**config.mk**
```make
export PLATFORM = sky130hd
export DESIGN_NAME = crc8_serial_lfsr
export DESIGN_NICKNAME = d
export VERILOG_FILES = /design/src/rtl/crc8_serial_lfsr.sv
export SDC_FILE = /design/constraint.sdc
export NUM_CORES = 1
export LEC_CHECK = 0
export CAP_MARGIN = 20
export CORE_AREA = 5 5 42 44
export DETAILED_ROUTE_END_ITERATION = 6
export DIE_AREA = 0 0 47 49
export GPL_ROUTABILITY_DRIVEN = 0
export HOLD_SLACK_MARGIN = 0.08
export PLACE_DENSITY_LB_ADDON = 0.08
export SLEW_MARGIN = 20
export SYNTH_ARGS = -nofsm -noshare
export SYNTH_HDL_FRONTEND = slang
export SYNTH_SLANG_ARGS = --single-unit
```
**constraint.sdc**
```tcl
create_clock -name CLK -period 1.7 [get_ports CLK]
set_clock_uncertainty 0.05 [all_clocks]
set_input_delay 0.17 -clock CLK [delete_from_list [all_inputs] [get_ports CLK]]
set_output_delay 0.17 -clock CLK [all_outputs]
set_load 0.02 [all_outputs]
```
**src/rtl/crc8_serial_lfsr.sv**
```systemverilog
// Serial CRC-8 generator: absorbs a bit-serial message into an 8-bit LFSR while ACTIVE
// is high, then shifts the CRC out LSB first with Valid high for CRC_WD cycles.
module crc8_serial_lfsr #(
    parameter logic [7:0] SEED   = 8'hD8,
    parameter logic [7:0] TAPS   = 8'b0100_0100,
    parameter int         CRC_WD = 8
) (
    input  logic CLK,
    input  logic RST,
    input  logic DATA,
    input  logic ACTIVE,
    output logic CRC,
    output logic Valid
);

    localparam logic [3:0] CNT_END  = 4'(CRC_WD);
    localparam logic [3:0] CNT_LAST = 4'(CRC_WD - 1);

    logic [7:0] lfsr;
    logic [3:0] cnt;
    logic       pend;

    logic       fb;
    logic [7:0] lfsr_absorb;
    logic       emit_en;
    logic       last_bit;

    // TAPS[7] has no effect: the top bit always takes the feedback directly.
    always_comb begin
        fb          = DATA ^ lfsr[0];
        lfsr_absorb = {fb, lfsr[7:1] ^ (TAPS[6:0] & {7{fb}})};
        emit_en     = !ACTIVE && pend && (cnt < CNT_END);
        last_bit    = (cnt == CNT_LAST);
    end

    // NOTE: state registers use non-blocking assignments so every bit updates from the
    // pre-edge values; blocking here would chain the LFSR shift within one edge.
    always_ff @(posedge CLK or negedge RST) begin
        if (!RST) begin
            lfsr  <= SEED;
            cnt   <= '0;
            pend  <= 1'b0;
            CRC   <= 1'b0;
            Valid <= 1'b0;
        end else if (ACTIVE) begin
            // A bit arriving mid-emission aborts it and restarts the count.
            lfsr  <= lfsr_absorb;
            pend  <= 1'b1;
            cnt   <= '0;
            CRC   <= 1'b0;
            Valid <= 1'b0;
        end else if (emit_en) begin
            CRC   <= lfsr[0];
            Valid <= 1'b1;
            lfsr  <= {1'b0, lfsr[7:1]};
            cnt   <= cnt + 4'd1;
            if (last_bit) begin
                pend <= 1'b0;
            end
        end else begin
            CRC   <= 1'b0;
            Valid <= 1'b0;
        end
    end

endmodule

```
### Yosys cells after proc, flatten, opt, wreduce, memory -nomap -nowiden

Index checks and enable logic that the tools add are counted.

* flip-flop bits (word level): 15
* output and inout port bits: 2
* input port bits: 4

* $lt $le $gt $ge: 1
* multiplexer cells: 11
* eq/ne operators: 1
* $add $sub $neg: 1
* bitwise operators: 2
* reductions and logical operators: 6

Operators by type and width (count)
* 2-to-1 mux 8 bit: 2
* 2-to-1 mux 4 bit: 2
* 2-to-1 mux 1 bit: 7
* XOR 7 bit: 1
* adder 4 x 1 -> 4 bit, second input constant: 1
* equality test 4 x 3 -> 1 bit, second input constant: 1
* less-than comparator 4 bit, second input constant: 1
* nonzero test 2 bit: 2
* logical AND 1 bit: 2
* AND reduction 2 bit: 1
* logical NOT 1 bit: 1
* XOR 1 bit: 1

### Depth between registers and ports, before layout

Gate-level depths: netlist of run 1.

* depth after elaboration: 5
* depth in mapped cells: 4
* depth with buffers taken out: 4

### Least setup slack after synthesis of run 1

Ideal clock, no wire load.

* path type: reg2reg
* start: register pend
* end: register lfsr[0]
* cell stages (with the launch flop): 5
* arrival time: 1.102 ns
* slack: 0.423 ns
* cell sequence: dfrtp_1 -> nand2b_1 -> buf_6 -> nor2b_4 -> mux2_2

* cells in the longest elaborated chain, start to end: 3

RTL lines
* start: declaration: line 21 `logic pend;`
* start signal: assignment: line 42 `pend <= 1'b0;`
* start signal: assignment: line 48 `pend <= 1'b1;`
* start signal: assignment: line 58 `pend <= 1'b0;`
* logical AND 1 bit (2 in a row): line 32 `emit_en = !ACTIVE && pend && (cnt < CNT_END);`
* nonzero test 2 bit (no line)
* end signal: assignment: line 47 `lfsr <= lfsr_absorb;`
* end signal: assignment: line 55 `lfsr <= {1'b0, lfsr[7:1]};`
* end: declaration: line 19 `logic [7:0] lfsr;`

Every way passes these cells.
A chain may end at the register's enable or synchronous reset.

### Worst setup path in the final report of run 1

* start: register CRC
* end: output CRC

RTL lines
* start: declaration: line 12 `output logic CRC,`
* start signal: assignment: line 53 `CRC <= lfsr[0];`

No word-level cell between the ends.

==> impl_metrics.ini, run 1 <==
[setup_path]
crit_type = reg2out
crit_path_max_fanout = 1
r2r_slack_ns = 0.43
r2r_start = pend$_DFFE_PN0P_
crit_slowest_cell = clkdlybuf4s50_1
cp-start-kind = flop
endpoint_kind = output port
cp_top_family = buffers and inverters
cpPeakStageDelay_ns = 0.59
ff2ff_path_depth = 3
cp.required_ns = 1.48
r2r_end = lfsr[5]$_DFFE_PN0P_
crit_chain = clkdlybuf4s50_1
crit_buf_inv = 1
arrival_ns = 1.22

[yosys]
syn_area_per_cell_sq_um = 13.7
synth_warnings = 0
syn_inst = 48
yosysSeqAreaShare_pct = 58.0
netlist_top_cells_area = dfrtp_1, dfstp_2, mux2i_1
synthFlopType = dfrtp_1
synth.top_cell.area_share_pct = 42.0
synth.most_common_cell = dfrtp_1
async_flop_share_pct = 100
netlist_area_sq_um = 656
ys_seq_elements = 15
synth_edf_count = 0
synth_cell_types = 16
synth_fp_nets = 53
synth_common_cells = dfrtp_1, mux2i_1, mux2_2, nor2_1
synth_top_area_cell = dfrtp_1

[timing]
fmax_ghz = 0.695
setup-tns-final_ns = 0
finalHoldViolCount = 0
finalWorstSetupSlack_ns = 0.261
rsz0062_at_grt = false
slew_violations = 0
min_period_ns = 1.44
tightest_slew_ns = 0.633
setup_viol = 0
max-slew-margin-rel_pct = 57.7
finalCritPeriodShare_pct = 84.6

[clock_tree]
cts_resized = 0
cts.hold.buffers_added = 0
cts_buffers = 3
worstSkewPairLatency_ns = 0.29
postCtsSetupRepairBufs = 0
cts_root_buf = clkbuf_4
clock_path_buffers = 2
htree_levels = 1
cts_num_sinks = 15
path_clk_slew_ns = 0.09
tritoncts = yes

[pwr]
powerDensity_nw_per_um2 = 1340
p_leak_nw = 0.324
ir_worst_vdd_uv = 550

[finish]
nNetsFinal = 63
antenna-diode-count = 0
area.growth.synth_to_final_pct = 13.7
drive_above_1_share_pct = 28.1
final_area_sq_um = 746

[grt]
grt_busiest_layer = met2
gr-total-overflow = 0
grt_pass1_vias = 462
met2_usage_pct = 20.4
use_met1_pct = 13.3
grt_use_met3_pct = 2.21
grt_first_pass_wirelength_mm = 1.95
grt_usage_pct = 11.8
antenna_found_initial = 0
grt_max_degree = 16

[route]
avgViaCountPerCell = 5.27
drt_wl_total_mm = 1.07
drt_first_pass_iters = 5
antenna_left = 0
drt_iter0_drc = 5
wl_per_cell_um = 14.7
vias = 385
drc = 0

[placement]
dp_hpwl_um = 809
pre_cts_ws_ns = 0.332
port_buffers = 5
placed_area_sq_um = 718

[floorplan]
core_sq_um = 1400
start_util_pct = 46.8
rows = 14
die_width_um = 47
die_y_um = 49
pin_count = 6
die_area_sq_um = 2300

[job]
drv_cap = 0

[outcome]
status = finished clean

[worst_hold_path]
hold_path.class = in2async
==> flip-flops by register name, indices dropped and copies added, names as in the netlist <==
register,count
pend,1
cnt,4
lfsr,8
CRC,1
Valid,1
==> where the power goes <==
part           internal, mW  leakage [nW]  switching (mW)  total, mW
combinational         0.126         0.129           0.103      0.229
clock                0.0874        0.0177           0.116      0.203
sequential            0.494         0.177          0.0721      0.566
==> per-layer routing <==
| metal | wire (um) | vias up |
|---|---|---|
| li1 | - | 176 |
| met1 | 423 | 197 |
| met2 | 576 | 8 |
| met3 | 49 | 4 |
| met4 | 21 | 0 |
| met5 | 0 | - |
==> kinds of logic after synthesis <==
family / share of synthesized area [%]
adder cells (fa/ha/maj): 1.91
buffers and inverters: 3.43
AO/OA/AOI/OAI: 2.10
multiplexers: 17.7
flip-flops: 58.0
XOR/XNOR: 6.68
AND/OR/NAND/NOR: 10.1
==> per-stage QoR <==
stage / total power [mW] / hold slack [ns] / util, % / instances
global route: 1.06 / 0.288 / 53.2 / 73
global placement: 0.775 / 0.428 / 51.2 / 69
floorplan: 0.717 / -0.176 / - / 48
finish: 0.998 / 0.218 / 53.2 / 73
detailed placement: 0.805 / 0.434 / 51.2 / 69
CTS: 1.01 / 0.248 / 53.2 / 73
==> area by class of cell <==
| cell class | instances | area (sq um) |
|---|---|---|
| clock buffer | 3 | 22.5 |
| clock inverter | 1 | 5.00 |
| fill | 121 | 656 |
| multi-input combinational | 31 | 253 |
| sequential | 15 | 380 |
| tap | 16 | 20.0 |
| timing repair buffer | 7 | 65.1 |
==> how the worst max path moves through the flow <==
stage | endpoint | start | slack [ns] | cells after the start
6_report | CRC | CRC$_DFF_PN0_ | 0.26 | 1
5_1_grt | CRC | CRC$_DFF_PN0_ | 0.20 | 1
4_1_cts | CRC | CRC$_DFF_PN0_ | 0.25 | 1
3_5_place_dp | lfsr[5]$_DFFE_PN0P_ | ACTIVE | 0.33 | 3
3_3_place_gp | lfsr[1]$_DFFE_PN0P_ | ACTIVE | 0.37 | 3
2_1_floorplan | lfsr[0]$_DFFE_PN0P_ | pend$_DFFE_PN0P_ | 0.42 | 4
==> cells in the final DEF (no fill, tap or decap), drive strengths merged <==
| master | synthesis | final |
|---|---|---|
| dfrtp | 11 | 11 |
| mux2i | 6 | 6 |
| nor2 | 5 | 5 |
| mux2 | 5 | 5 |
| clkdlybuf4s50 | 0 | 5 |
| xor2 | 4 | 4 |
| dfstp | 4 | 4 |
| clkbuf | 0 | 3 |
| nand2b | 2 | 2 |
| nand2 | 2 | 2 |
| buf | 2 | 2 |
| and2 | 1 | 1 |
| nand3b | 1 | 1 |
| xnor2 | 1 | 1 |
| nor2b | 1 | 1 |
| a41oi | 1 | 1 |
| o21ai | 1 | 1 |
| ha | 1 | 1 |
| clkinv | 0 | 1 |
Power figures use the tool's default switching activity.
==> run 2, diff against run 1 <==
- CORE_AREA: 5 5 42 44 -> unset
- CORE_MARGIN: unset -> 5
- CORE_UTILIZATION: unset -> 47
- DIE_AREA: 0 0 47 49 -> unset
- clock period: 1.7 -> 1.2 ns (I/O delays scaled with it)
==> run 2 against run 1 <==
  * The run now ends with negative setup slack left
  * Worst setup slack worse by 0.27 ns
  * Register-to-register slack worse by 0.44 ns
  * Power up 51%
  * Sequential power up 43%
  * Sequential cell count unchanged
  * Core utilization up 8.5 points
  * Die area down 2.6%
  * First-iteration DRC count down 40%
  * Combinational power up 83%
  * Critical path type is now reg2reg
  * Largest power group unchanged
==> impl_metrics.ini, run 2 (same netlist as run 1, synthesis figures left out) <==
[setup_path]
crit_type = reg2reg
arrival_ns = 1.33
cpPeakStageDelay_ns = 0.41
endpoint_kind = flop
r2r_end = lfsr[5]$_DFFE_PN0P_
cp-start-kind = flop
crit_chain = nand2b_4 > nor2b_4 > mux2_4
cp.required_ns = 1.32
r2r_slack_ns = -0.006
r2r_start = pend$_DFFE_PN0P_
crit_path_max_fanout = 5
crit_slowest_cell = dfrtp_1
ff2ff_path_depth = 3

[floorplan]
core_sq_um = 1320
die_width_um = 47.4
pin_count = 6
die_area_sq_um = 2240
rows = 13
die_y_um = 47.4
start_util_pct = 49.8

[clock_tree]
cts_buffers = 3
cts_num_sinks = 15
cts_root_buf = clkbuf_4
cts.hold.buffers_added = 0
clock_path_buffers = 2
tritoncts = yes
htree_levels = 1
path_clk_slew_ns = 0.09
worstSkewPairLatency_ns = 0.28

[route]
wl_per_cell_um = 13.6
drt_iter0_drc = 3
drc = 0
vias = 383
avgViaCountPerCell = 4.91
antenna_left = 0
drt_first_pass_iters = 4
drt_wl_total_mm = 1.06

[timing]
hold-worst-slack_ns = 0.0936
min_period_ns = 1.21
finalHoldViolCount = 0
max-slew-margin-rel_pct = 85.8
fmax_ghz = 0.829
tightest_slew_ns = 0.214
slew_violations = 0
setup_viol = 1
rsz0062_at_grt = true
finalCritPeriodShare_pct = 100
finalWorstSetupSlack_ns = -0.00569

[finish]
drive_above_1_share_pct = 38.1
fillers = 112
layout_top_registers = lfsr: 8 flops, cnt: 4 flops
top_register = lfsr
final_cell_mix = dfrtp_1, buf_4, mux2i_1
area.growth.synth_to_final_pct = 24.0
largest_reg_flops = 8
nNetsFinal = 69
antenna-diode-count = 0
final_common_cell = dfrtp_1

[pwr]
p_leak_nw = 0.367
power.internal_mw = 1.08
seqPwrFrac_pct = 53.6
swShare_pct = 28.4
clkPwrFrac_pct = 18.5
pwr-share-comb_pct = 27.9
p_switching_mw = 0.428
ir_worst_vdd_uv = 997
totalPowerFinal_mw = 1.51
powerDensity_nw_per_um2 = 1850

[grt]
grt_first_pass_wirelength_mm = 1.91
antenna_found_initial = 0
gr-total-overflow = 0
grt_max_degree = 16
grt_pass1_vias = 441
grt_usage_pct = 12.6

[placement]
dp_hpwl_um = 833
port_buffers = 5

[job]
drv_cap = 0

[worst_hold_path]
hold_path.class = in2async

[outcome]
violations = negative setup slack
status = finished, violations left
run 2: changes by cell type in the layout (fill, tap and decap cells not counted), moves of 2 or more:
| cell | before | now |
|---|---|---|
| mux2_2 | 5 | 2 |
| clkdlybuf4s50_1 | 5 | 3 |
| buf_4 | 2 | 8 |
| mux2_4 | 0 | 3 |
| dlygate4sd2_1 | 0 | 2 |
run 2: metal layers:
layer | share of wire (%) | track usage, %
met1 | 40 | 13.9
met2 | 53 | 22.7
met3 | 5.3 | 3.45
met4 | 0.85 | 4.97
met5 | 0 | 0
run 2: how the worst max path moves through the flow:
stage,from,to,slack [ns],cells past startpoint
after floorplan,pend$_DFFE_PN0P_,lfsr[0]$_DFFE_PN0P_,-0.07,4
after global placement,ACTIVE,lfsr[5]$_DFFE_PN0P_,-0.06,3
after detailed placement,DATA,lfsr[2]$_DFFE_PN0P_,-0.12,5
after CTS,pend$_DFFE_PN0P_,lfsr[5]$_DFFE_PN0P_,-0.009,3
after global routing,cnt[3]$_DFFE_PN0P_,lfsr[1]$_DFFE_PN0P_,-0.05,3
final,pend$_DFFE_PN0P_,lfsr[5]$_DFFE_PN0P_,-0.006,3
run 2: layout make-up:
class                      count  area [sq um]  area share [%]
clock buffer                   3          22.5            2.77
multi-input combinational     31           279            34.3
sequential                    15           380            46.8
timing repair buffer          13           108            13.2
tap                           15          18.8            2.31
clock inverter                 1          5.00           0.615
run 2: metrics by stage:
stage               setup TNS [ns]  cells  setup WS, ns  util (%)  instance area (sq um)
CTS                        -0.0151     77      -0.00905      60.6                    798
global route                -0.251     78       -0.0520      61.7                    813
floorplan                   -0.356     48       -0.0732         -                    667
finish                    -0.00569     78      -0.00569      61.7                    813
global placement            -0.380     72       -0.0648      57.5                    758
detailed placement          -0.673     72        -0.124      57.5                    758
run 2: what timing repair did:
action | in CTS | in global routing
pin swaps | 0 | 2
resized for setup | 3 | 1
setup buffers | 1 | 1
setup endpoints to repair | 7 | 7
run 2: critical path, delay by kind of cell, from the launching register on:
kind             cells  cell delay [ns]
DFF                  1             0.41
muxes                1             0.32
and+or+nand+nor      2             0.31
run 2: power by group through the flow:
stage	Clock (mW)	Combinational [mW]	Sequential (mW)
3_3_place_gp	0	0.357	0.805
3_5_place_dp	0	0.394	0.813
5_1_grt	0.307	0.460	0.830
2_1_floorplan	0	0.256	0.793
6_report	0.278	0.420	0.808
4_1_cts	0.287	0.388	0.804
